File: src/rtl/uart_apb_master_pkg.sv
// Shared definitions for uart_apb_master: UART register offsets, SR bit indices, FSM states.
package uart_apb_master_pkg;

    localparam logic [5:0] ADDR_CR   = 6'h04;
    localparam logic [5:0] ADDR_THR  = 6'h08;
    localparam logic [5:0] ADDR_RHR  = 6'h08;
    localparam logic [5:0] ADDR_SR   = 6'h0C;
    localparam logic [5:0] ADDR_BRGR = 6'h10;
    localparam logic [5:0] ADDR_IMR  = 6'h14;

    localparam int unsigned SR_TX_BUSY  = 0;
    localparam int unsigned SR_RX_VALID = 1;
    localparam int unsigned SR_PERR     = 2;

    typedef enum logic [2:0] {
        INIT_CR,
        INIT_BRGR,
        INIT_IMR,
        POLL_SR,
        RD_RHR,
        WR_THR
    } state_t;

    typedef enum logic [1:0] {
        PH_IDLE,
        PH_SETUP,
        PH_ACCESS
    } phase_t;

endpackage

File: src/rtl/uart_apb_master_apb_xfer.sv
// Single APB transfer sequencer: SETUP then ACCESS, zero wait states, back-to-back capable.
module apb_xfer
    import uart_apb_master_pkg::*;
(
    input  logic        clk,
    input  logic        rst,
    input  logic        start,
    input  logic [5:0]  addr,
    input  logic        write,
    input  logic [31:0] wdata,
    output logic        done,
    output logic [31:0] rdata,
    output logic        psel,
    output logic        penable,
    output logic        pwrite,
    output logic [5:0]  paddr,
    output logic [31:0] pwdata,
    input  logic [31:0] prdata
);

    phase_t phase, phase_next;
    logic   load;

    always_ff @(posedge clk) begin
        if (rst) begin
            phase  <= PH_IDLE;
            pwrite <= 1'b0;
            paddr  <= '0;
            pwdata <= '0;
        end else begin
            phase <= phase_next;
            if (load) begin
                pwrite <= write;
                paddr  <= addr;
                pwdata <= wdata;
            end
        end
    end

    // A new request is taken in the ACCESS cycle so the next SETUP follows with no idle gap.
    always_comb begin
        phase_next = phase;
        load       = 1'b0;
        unique case (phase)
            PH_IDLE, PH_ACCESS: begin
                phase_next = PH_IDLE;
                if (start) begin
                    phase_next = PH_SETUP;
                    load       = 1'b1;
                end
            end
            PH_SETUP: phase_next = PH_ACCESS;
            default:  phase_next = PH_IDLE;
        endcase
    end

    assign psel    = (phase != PH_IDLE);
    assign penable = (phase == PH_ACCESS);
    assign done    = (phase == PH_ACCESS);
    assign rdata   = prdata;

endmodule

File: src/rtl/uart_apb_master.sv
// APB initiator driving the UART register block; optional SR parity-error counter via UART_APB_MASTER_ERRCNT_EN.
module uart_apb_master
    import uart_apb_master_pkg::*;
#(
    parameter logic [31:0] CR_INIT   = 32'h0000_0000,
    parameter logic [31:0] BRGR_INIT = 32'h0000_0000,
    parameter logic [31:0] IMR_INIT  = 32'h0000_0000
) (
    input  logic        pclk_i,
    input  logic        preset_i,
    output logic        psel_o,
    output logic        penable_o,
    output logic        pwrite_o,
    output logic [5:0]  paddr_o,
    output logic [31:0] pwdata_o,
    input  logic [31:0] prdata_i,
    input  logic [7:0]  tx_data_i,
    input  logic        tx_valid_i,
    output logic        tx_ready_o,
    output logic [7:0]  rx_data_o,
    output logic        rx_valid_o,
    input  logic        rx_ready_i,
    output logic        perr_o
`ifdef UART_APB_MASTER_ERRCNT_EN
    ,
    output logic [7:0]  perr_cnt_o
`endif
);

    state_t      state, state_next, req_state;
    logic [5:0]  req_addr;
    logic        req_write;
    logic [31:0] req_wdata;
    logic        done;
    logic [31:0] rdata;
    logic        full;
    logic [7:0]  hold;
    logic        sr_done;
    logic        unused_rdata;

    assign sr_done      = done && (state == POLL_SR);
    assign tx_ready_o   = !full;
    assign unused_rdata = ^rdata[31:8];

    apb_xfer u_xfer (
        .clk     (pclk_i),
        .rst     (preset_i),
        .start   (1'b1),
        .addr    (req_addr),
        .write   (req_write),
        .wdata   (req_wdata),
        .done    (done),
        .rdata   (rdata),
        .psel    (psel_o),
        .penable (penable_o),
        .pwrite  (pwrite_o),
        .paddr   (paddr_o),
        .pwdata  (pwdata_o),
        .prdata  (prdata_i)
    );

    always_ff @(posedge pclk_i) begin
        if (preset_i) state <= INIT_CR;
        else          state <= state_next;
    end

    // During ACCESS the request already describes the following state's transfer.
    always_comb begin
        state_next = state;
        if (done) begin
            unique case (state)
                INIT_CR:   state_next = INIT_BRGR;
                INIT_BRGR: state_next = INIT_IMR;
                INIT_IMR:  state_next = POLL_SR;
                POLL_SR: begin
                    if (rdata[SR_RX_VALID] && !rx_valid_o)   state_next = RD_RHR;
                    else if (full && !rdata[SR_TX_BUSY])     state_next = WR_THR;
                    else                                     state_next = POLL_SR;
                end
                default:   state_next = POLL_SR;
            endcase
        end
        req_state = done ? state_next : state;

        req_addr  = ADDR_SR;
        req_write = 1'b0;
        req_wdata = '0;
        unique case (req_state)
            INIT_CR:   begin req_addr = ADDR_CR;   req_write = 1'b1; req_wdata = CR_INIT;   end
            INIT_BRGR: begin req_addr = ADDR_BRGR; req_write = 1'b1; req_wdata = BRGR_INIT; end
            INIT_IMR:  begin req_addr = ADDR_IMR;  req_write = 1'b1; req_wdata = IMR_INIT;  end
            RD_RHR:    req_addr = ADDR_RHR;
            WR_THR:    begin req_addr = ADDR_THR;  req_write = 1'b1; req_wdata = {24'h0, hold}; end
            default:   req_addr = ADDR_SR;
        endcase
    end

    always_ff @(posedge pclk_i) begin
        if (preset_i) begin
            full       <= 1'b0;
            hold       <= '0;
            rx_valid_o <= 1'b0;
            rx_data_o  <= '0;
            perr_o     <= 1'b0;
        end else begin
            if (tx_valid_i && !full) begin
                full <= 1'b1;
                hold <= tx_data_i;
            end else if (done && state == WR_THR) begin
                full <= 1'b0;
            end

            if (done && state == RD_RHR) begin
                rx_valid_o <= 1'b1;
                rx_data_o  <= rdata[7:0];
            end else if (rx_valid_o && rx_ready_i) begin
                rx_valid_o <= 1'b0;
            end

            if (sr_done && rdata[SR_PERR]) perr_o <= 1'b1;
        end
    end

`ifdef UART_APB_MASTER_ERRCNT_EN
    always_ff @(posedge pclk_i) begin
        if (preset_i)
            perr_cnt_o <= '0;
        else if (sr_done && rdata[SR_PERR] && perr_cnt_o != 8'hFF)
            perr_cnt_o <= perr_cnt_o + 8'd1;
    end
`endif

endmodule

File: config.mk
export PLATFORM = sky130hd
export DESIGN_NAME = uart_apb_master
export DESIGN_NICKNAME = d
export VERILOG_FILES = /design/src/rtl/uart_apb_master_pkg.sv /design/src/rtl/uart_apb_master_apb_xfer.sv /design/src/rtl/uart_apb_master.sv
export SDC_FILE = /design/constraint.sdc
export NUM_CORES = 1
export LEC_CHECK = 0
export ABC_AREA = 1
export CORE_MARGIN = 3
export CORE_UTILIZATION = 34
export CTS_CLUSTER_SIZE = 10
export DETAILED_ROUTE_END_ITERATION = 8
export PLACE_DENSITY_LB_ADDON = 0.08
export SLEW_MARGIN = 10
export SYNTH_ARGS = -nofsm -noshare
export SYNTH_HDL_FRONTEND = slang
export SYNTH_SLANG_ARGS = --single-unit
File: constraint.sdc
create_clock -name pclk_i -period 1.09 [get_ports pclk_i]
set_input_delay 0.218 -clock pclk_i [delete_from_list [all_inputs] [get_ports pclk_i]]
set_output_delay 0.218 -clock pclk_i [all_outputs]
set_load 0.03 [all_outputs]
==> flow_summary.toml, run 1 <==
[synthesis]
synth.largest_area_cell = "sky130_fd_sc_hd__dfxtp_1"
area_contributors_post_synth = "sky130_fd_sc_hd__dfxtp_1, sky130_fd_sc_hd__buf_4, sky130_fd_sc_hd__nand2_1"
asyncSetResetFlopFracSynth = 0
syn_area_per_cell_sq_um = 7.342
ys_seq_area_frac = 0.4462
number_of_flops_mapped_to_enable_cells_by_yosys = 0
synthDominantCellAreaShare = 0.4462
ys.warnings.count = 0
yosysMostFrequentCell = "sky130_fd_sc_hd__nand2_1"
synth_cell_types = 20
synth_seq_cells = 36
mappedNetlistArea_sq_um = 1615
postSynth.topFlopCell = "sky130_fd_sc_hd__dfxtp_1"
synthesis.instances = 220
synth.cells.most_frequent = "sky130_fd_sc_hd__nand2_1, sky130_fd_sc_hd__nor2_1, sky130_fd_sc_hd__dfxtp_1"

[setup_path]
worst_r2r_startpoint = "u_xfer.phase[0]$_SDFF_PP0_"
worstPathMaxFanout = 5
timing.critical_path.from_type = "register"
worst_r2r_endpoint = "u_xfer.pwdata[0]$_SDFFE_PP0P_"
worst-r2r-cell-count = 10
crit_type = "reg -> reg"
ff2ff_setup_slack_ps = -220
cp_data_arrival_time_ps = 1540
worst_setup_path_startpoint = "u_xfer.phase[0]$_SDFF_PP0_"
crit_required_ps = 1320
crit_end = "u_xfer.pwdata[0]$_SDFFE_PP0P_"
critPathCaptureType = "register"

[clocking]
cts_sinks = 36
worstSkewPairLatency_ps = 290
cts-buffers-inserted = 5
holdBufCountCts = 0
cts.reportedPaths.clkPinSlew_ps = 70
htree_num_levels = 2
clock_tree_from_tritoncts = "built"
root_buf_cell = "sky130_fd_sc_hd__clkbuf_8"
clockBufferDepth = 2

[sta]
number_of_pins_exceeding_their_max_slew_limit_in_the_final_report = 0
rsz0062_at_grt = "yes"
finalWorstPathRequiredPeriod_ps = 1311
setup_slack_ps = -220.8
finalCritPeriodShare = 1.203
setup_viol = 25
hold_ws_ps = 278.6
final.setup_skew_ps = 5.796
finalHoldViolations = 0
max_clock_freq_mhz = 762.9

[grt]
vias_in_the_first_global_route = 1418
antenna_found_initial = 0
grt_start_max_net_pins = 16
grt_remaining_overflow = 0
grt_usage = 0.1499
global_route_wire_length_before_repair_mm = 6.417

[finish]
antennaDiodeCount = 0
filler_cell_count = 418
multi_input_comb_area_sq_um = 859.6
post-route-util = 0.5822
drive_above_1_share = 0.3927
register_area_sq_um = 737.0
fin_area_sq_um = 2605
final_nets = 346
layout-area-overhead-vs-synth_pct = 61.27

[route]
antenna_violating_nets_post_route = 0
drt-vias-per-instance = 4.352
drt_drc_violations_left = 0
detail_route.first_pass.iterations = 4
initialDrtViolationCount = 38
routed-via-count = 1545
avgRoutedWirePerCell_microns = 11.50
drt_wl_total_mm = 4.084

[pwr]
p_per_area_nw_per_um2 = 1257
p_total_mw = 3.274
max-vdd-ir-drop_v = 0.0006231
power.static_leakage_nw = 1.218

[floorplanning]
floorplan.die.width_microns = 74.93
start_util = 0.3610
placementRows = 24
floorplan.die_area_sq_um = 5614
floorplan.core_area_sq_um = 4474
floorplan.die.height_microns = 74.93
num_io_pins = 96

[placed_design]
post_placement_cell_area_sq_um = 2198
post-dp-hpwl_mm = 2.739
gpl.final_weighted_congestion = 0.7868
port_buffers = 44

[outcome]
violations_in_the_final_reports = "negative setup slack"
outcome = "finished, violations left"

[hold_path]
hold_depth = 3
worst_hold_path_type = "in -> reg"

[flow_run]
timing.max_cap.violations = 0
[cells in the final DEF, fill, tap and decap left out, drive strengths merged]
cell type,netlist,layout
a21oi,11,11
a31oi,1,1
buf,28,59
bufinv,0,1
clkbuf,3,5
clkdlybuf4s50,0,16
clkinv,2,4
conb,1,27
dfxtp,36,36
dlygate4sd2,0,1
dlymetal6s2s,0,2
inv,19,20
nand2,46,46
nand3,14,14
nor2,39,40
nor3,1,1
o21ai,19,19
[power by group]
| group | internal [mW] | switching [mW] | total, mW | leakage (nW) |
|---|---|---|---|---|
| Sequential | 1.37 | 0.0350 | 1.40 | 0.297 |
| Combinational | 0.286 | 0.418 | 0.703 | 0.862 |
| Clock | 0.679 | 0.491 | 1.17 | 0.0585 |
[worst min path at each step]
stage	from	to	slack (ps)
after floorplan	prdata_i[0]	rx_data_o[0]$_SDFFE_PP0P_	370
after global placement	hold[3]$_SDFFE_PP0P_	hold[3]$_SDFFE_PP0P_	440
after detailed placement	hold[4]$_SDFFE_PP0P_	hold[4]$_SDFFE_PP0P_	440
after CTS	preset_i	state[0]$_SDFF_PP0_	440
after global routing	prdata_i[0]	rx_data_o[0]$_SDFFE_PP0P_	300
final	prdata_i[1]	rx_data_o[1]$_SDFFE_PP0P_	280
[routing by layer]
layer	GRT usage	up-vias	share of wire
met1	0.1944	687	0.46
met2	0.2408	43	0.47
li1	-	808	-
met4	0.06522	0	0.016
met3	0.03071	7	0.053
met5	0	-	0
[critical path: stages (launching register included)]
cell and delay [ps]:
sky130_fd_sc_hd__dfxtp_2 360, sky130_fd_sc_hd__inv_4 60, sky130_fd_sc_hd__nand2_8 70, sky130_fd_sc_hd__buf_6 100
sky130_fd_sc_hd__nor2_4 30, sky130_fd_sc_hd__nand2_2 70, sky130_fd_sc_hd__o21ai_4 80, sky130_fd_sc_hd__buf_12 140
sky130_fd_sc_hd__nor2_4 180, sky130_fd_sc_hd__nand3_1 90, sky130_fd_sc_hd__nand2_1 70
[repair_timing]
action | in CTS | in global routing
endpoints found under the setup margin | 26 | 26
buffers inserted | 7 | 3
pin swaps | 14 | 13
gates cloned | 2 | 0
resized for setup | 41 | 26
[final cells by class]
cell class / instances / area share
tap: 52 / 0.02498
inverter: 21 / 0.03602
sequential: 36 / 0.2829
timing repair inverter: 1 / 0.002402
clock buffer: 5 / 0.02642
clock inverter: 3 / 0.01585
timing repair buffer: 78 / 0.2815
multi-input combinational: 159 / 0.3300
[sequential cells by signal (all words and copies together), names as in the netlist]
name	cells
hold	8
rx_data_o	8
u_xfer.pwdata	8
state	3
u_xfer.paddr	3
u_xfer.phase	2
full	1
perr_o	1
rx_valid_o	1
u_xfer.pwrite	1
[per-stage QoR]
stage / setup TNS [ps] / setup slack [ps] / cells
2_1_floorplan: -212.7 / -23.68 / 246
3_3_place_gp: -10560 / -433.6 / 335
3_5_place_dp: -10800 / -454.1 / 335
4_1_cts: -3626 / -211.1 / 352
5_1_grt: -5720 / -310.0 / 355
6_report: -3640 / -220.8 / 355
[cells by family after synthesis]
kind of cell,count (synthesis),share of synthesized area
and+or+nand+nor,100,0.2641
buffers and inverters,52,0.1882
other,1,0.002322
DFF,36,0.4462
AOI/OAI and AO/OA,31,0.09915
Power figures use the tool's default switching activity.
==> run 2: changes to the inputs <==
--- a/config.mk
+++ b/config.mk
@@ -11,7 +11,6 @@
 export CTS_CLUSTER_SIZE = 10
 export DETAILED_ROUTE_END_ITERATION = 8
 export PLACE_DENSITY_LB_ADDON = 0.08
-export SLEW_MARGIN = 10
 export SYNTH_ARGS = -nofsm -noshare
 export SYNTH_HDL_FRONTEND = slang
 export SYNTH_SLANG_ARGS = --single-unit
==> results of run 2 <==
Final layout, timing and power as in run 1 (identical DEF).
==> run 3: changes to the inputs <==
--- a/config.mk
+++ b/config.mk
@@ -8,7 +8,7 @@
 export ABC_AREA = 1
 export CORE_MARGIN = 3
 export CORE_UTILIZATION = 34
-export CTS_CLUSTER_SIZE = 10
+export CTS_CLUSTER_SIZE = 14
 export DETAILED_ROUTE_END_ITERATION = 8
 export PLACE_DENSITY_LB_ADDON = 0.08
 export SYNTH_ARGS = -nofsm -noshare
==> results of run 3 <==
Final layout, timing and power as in run 1 (identical DEF).
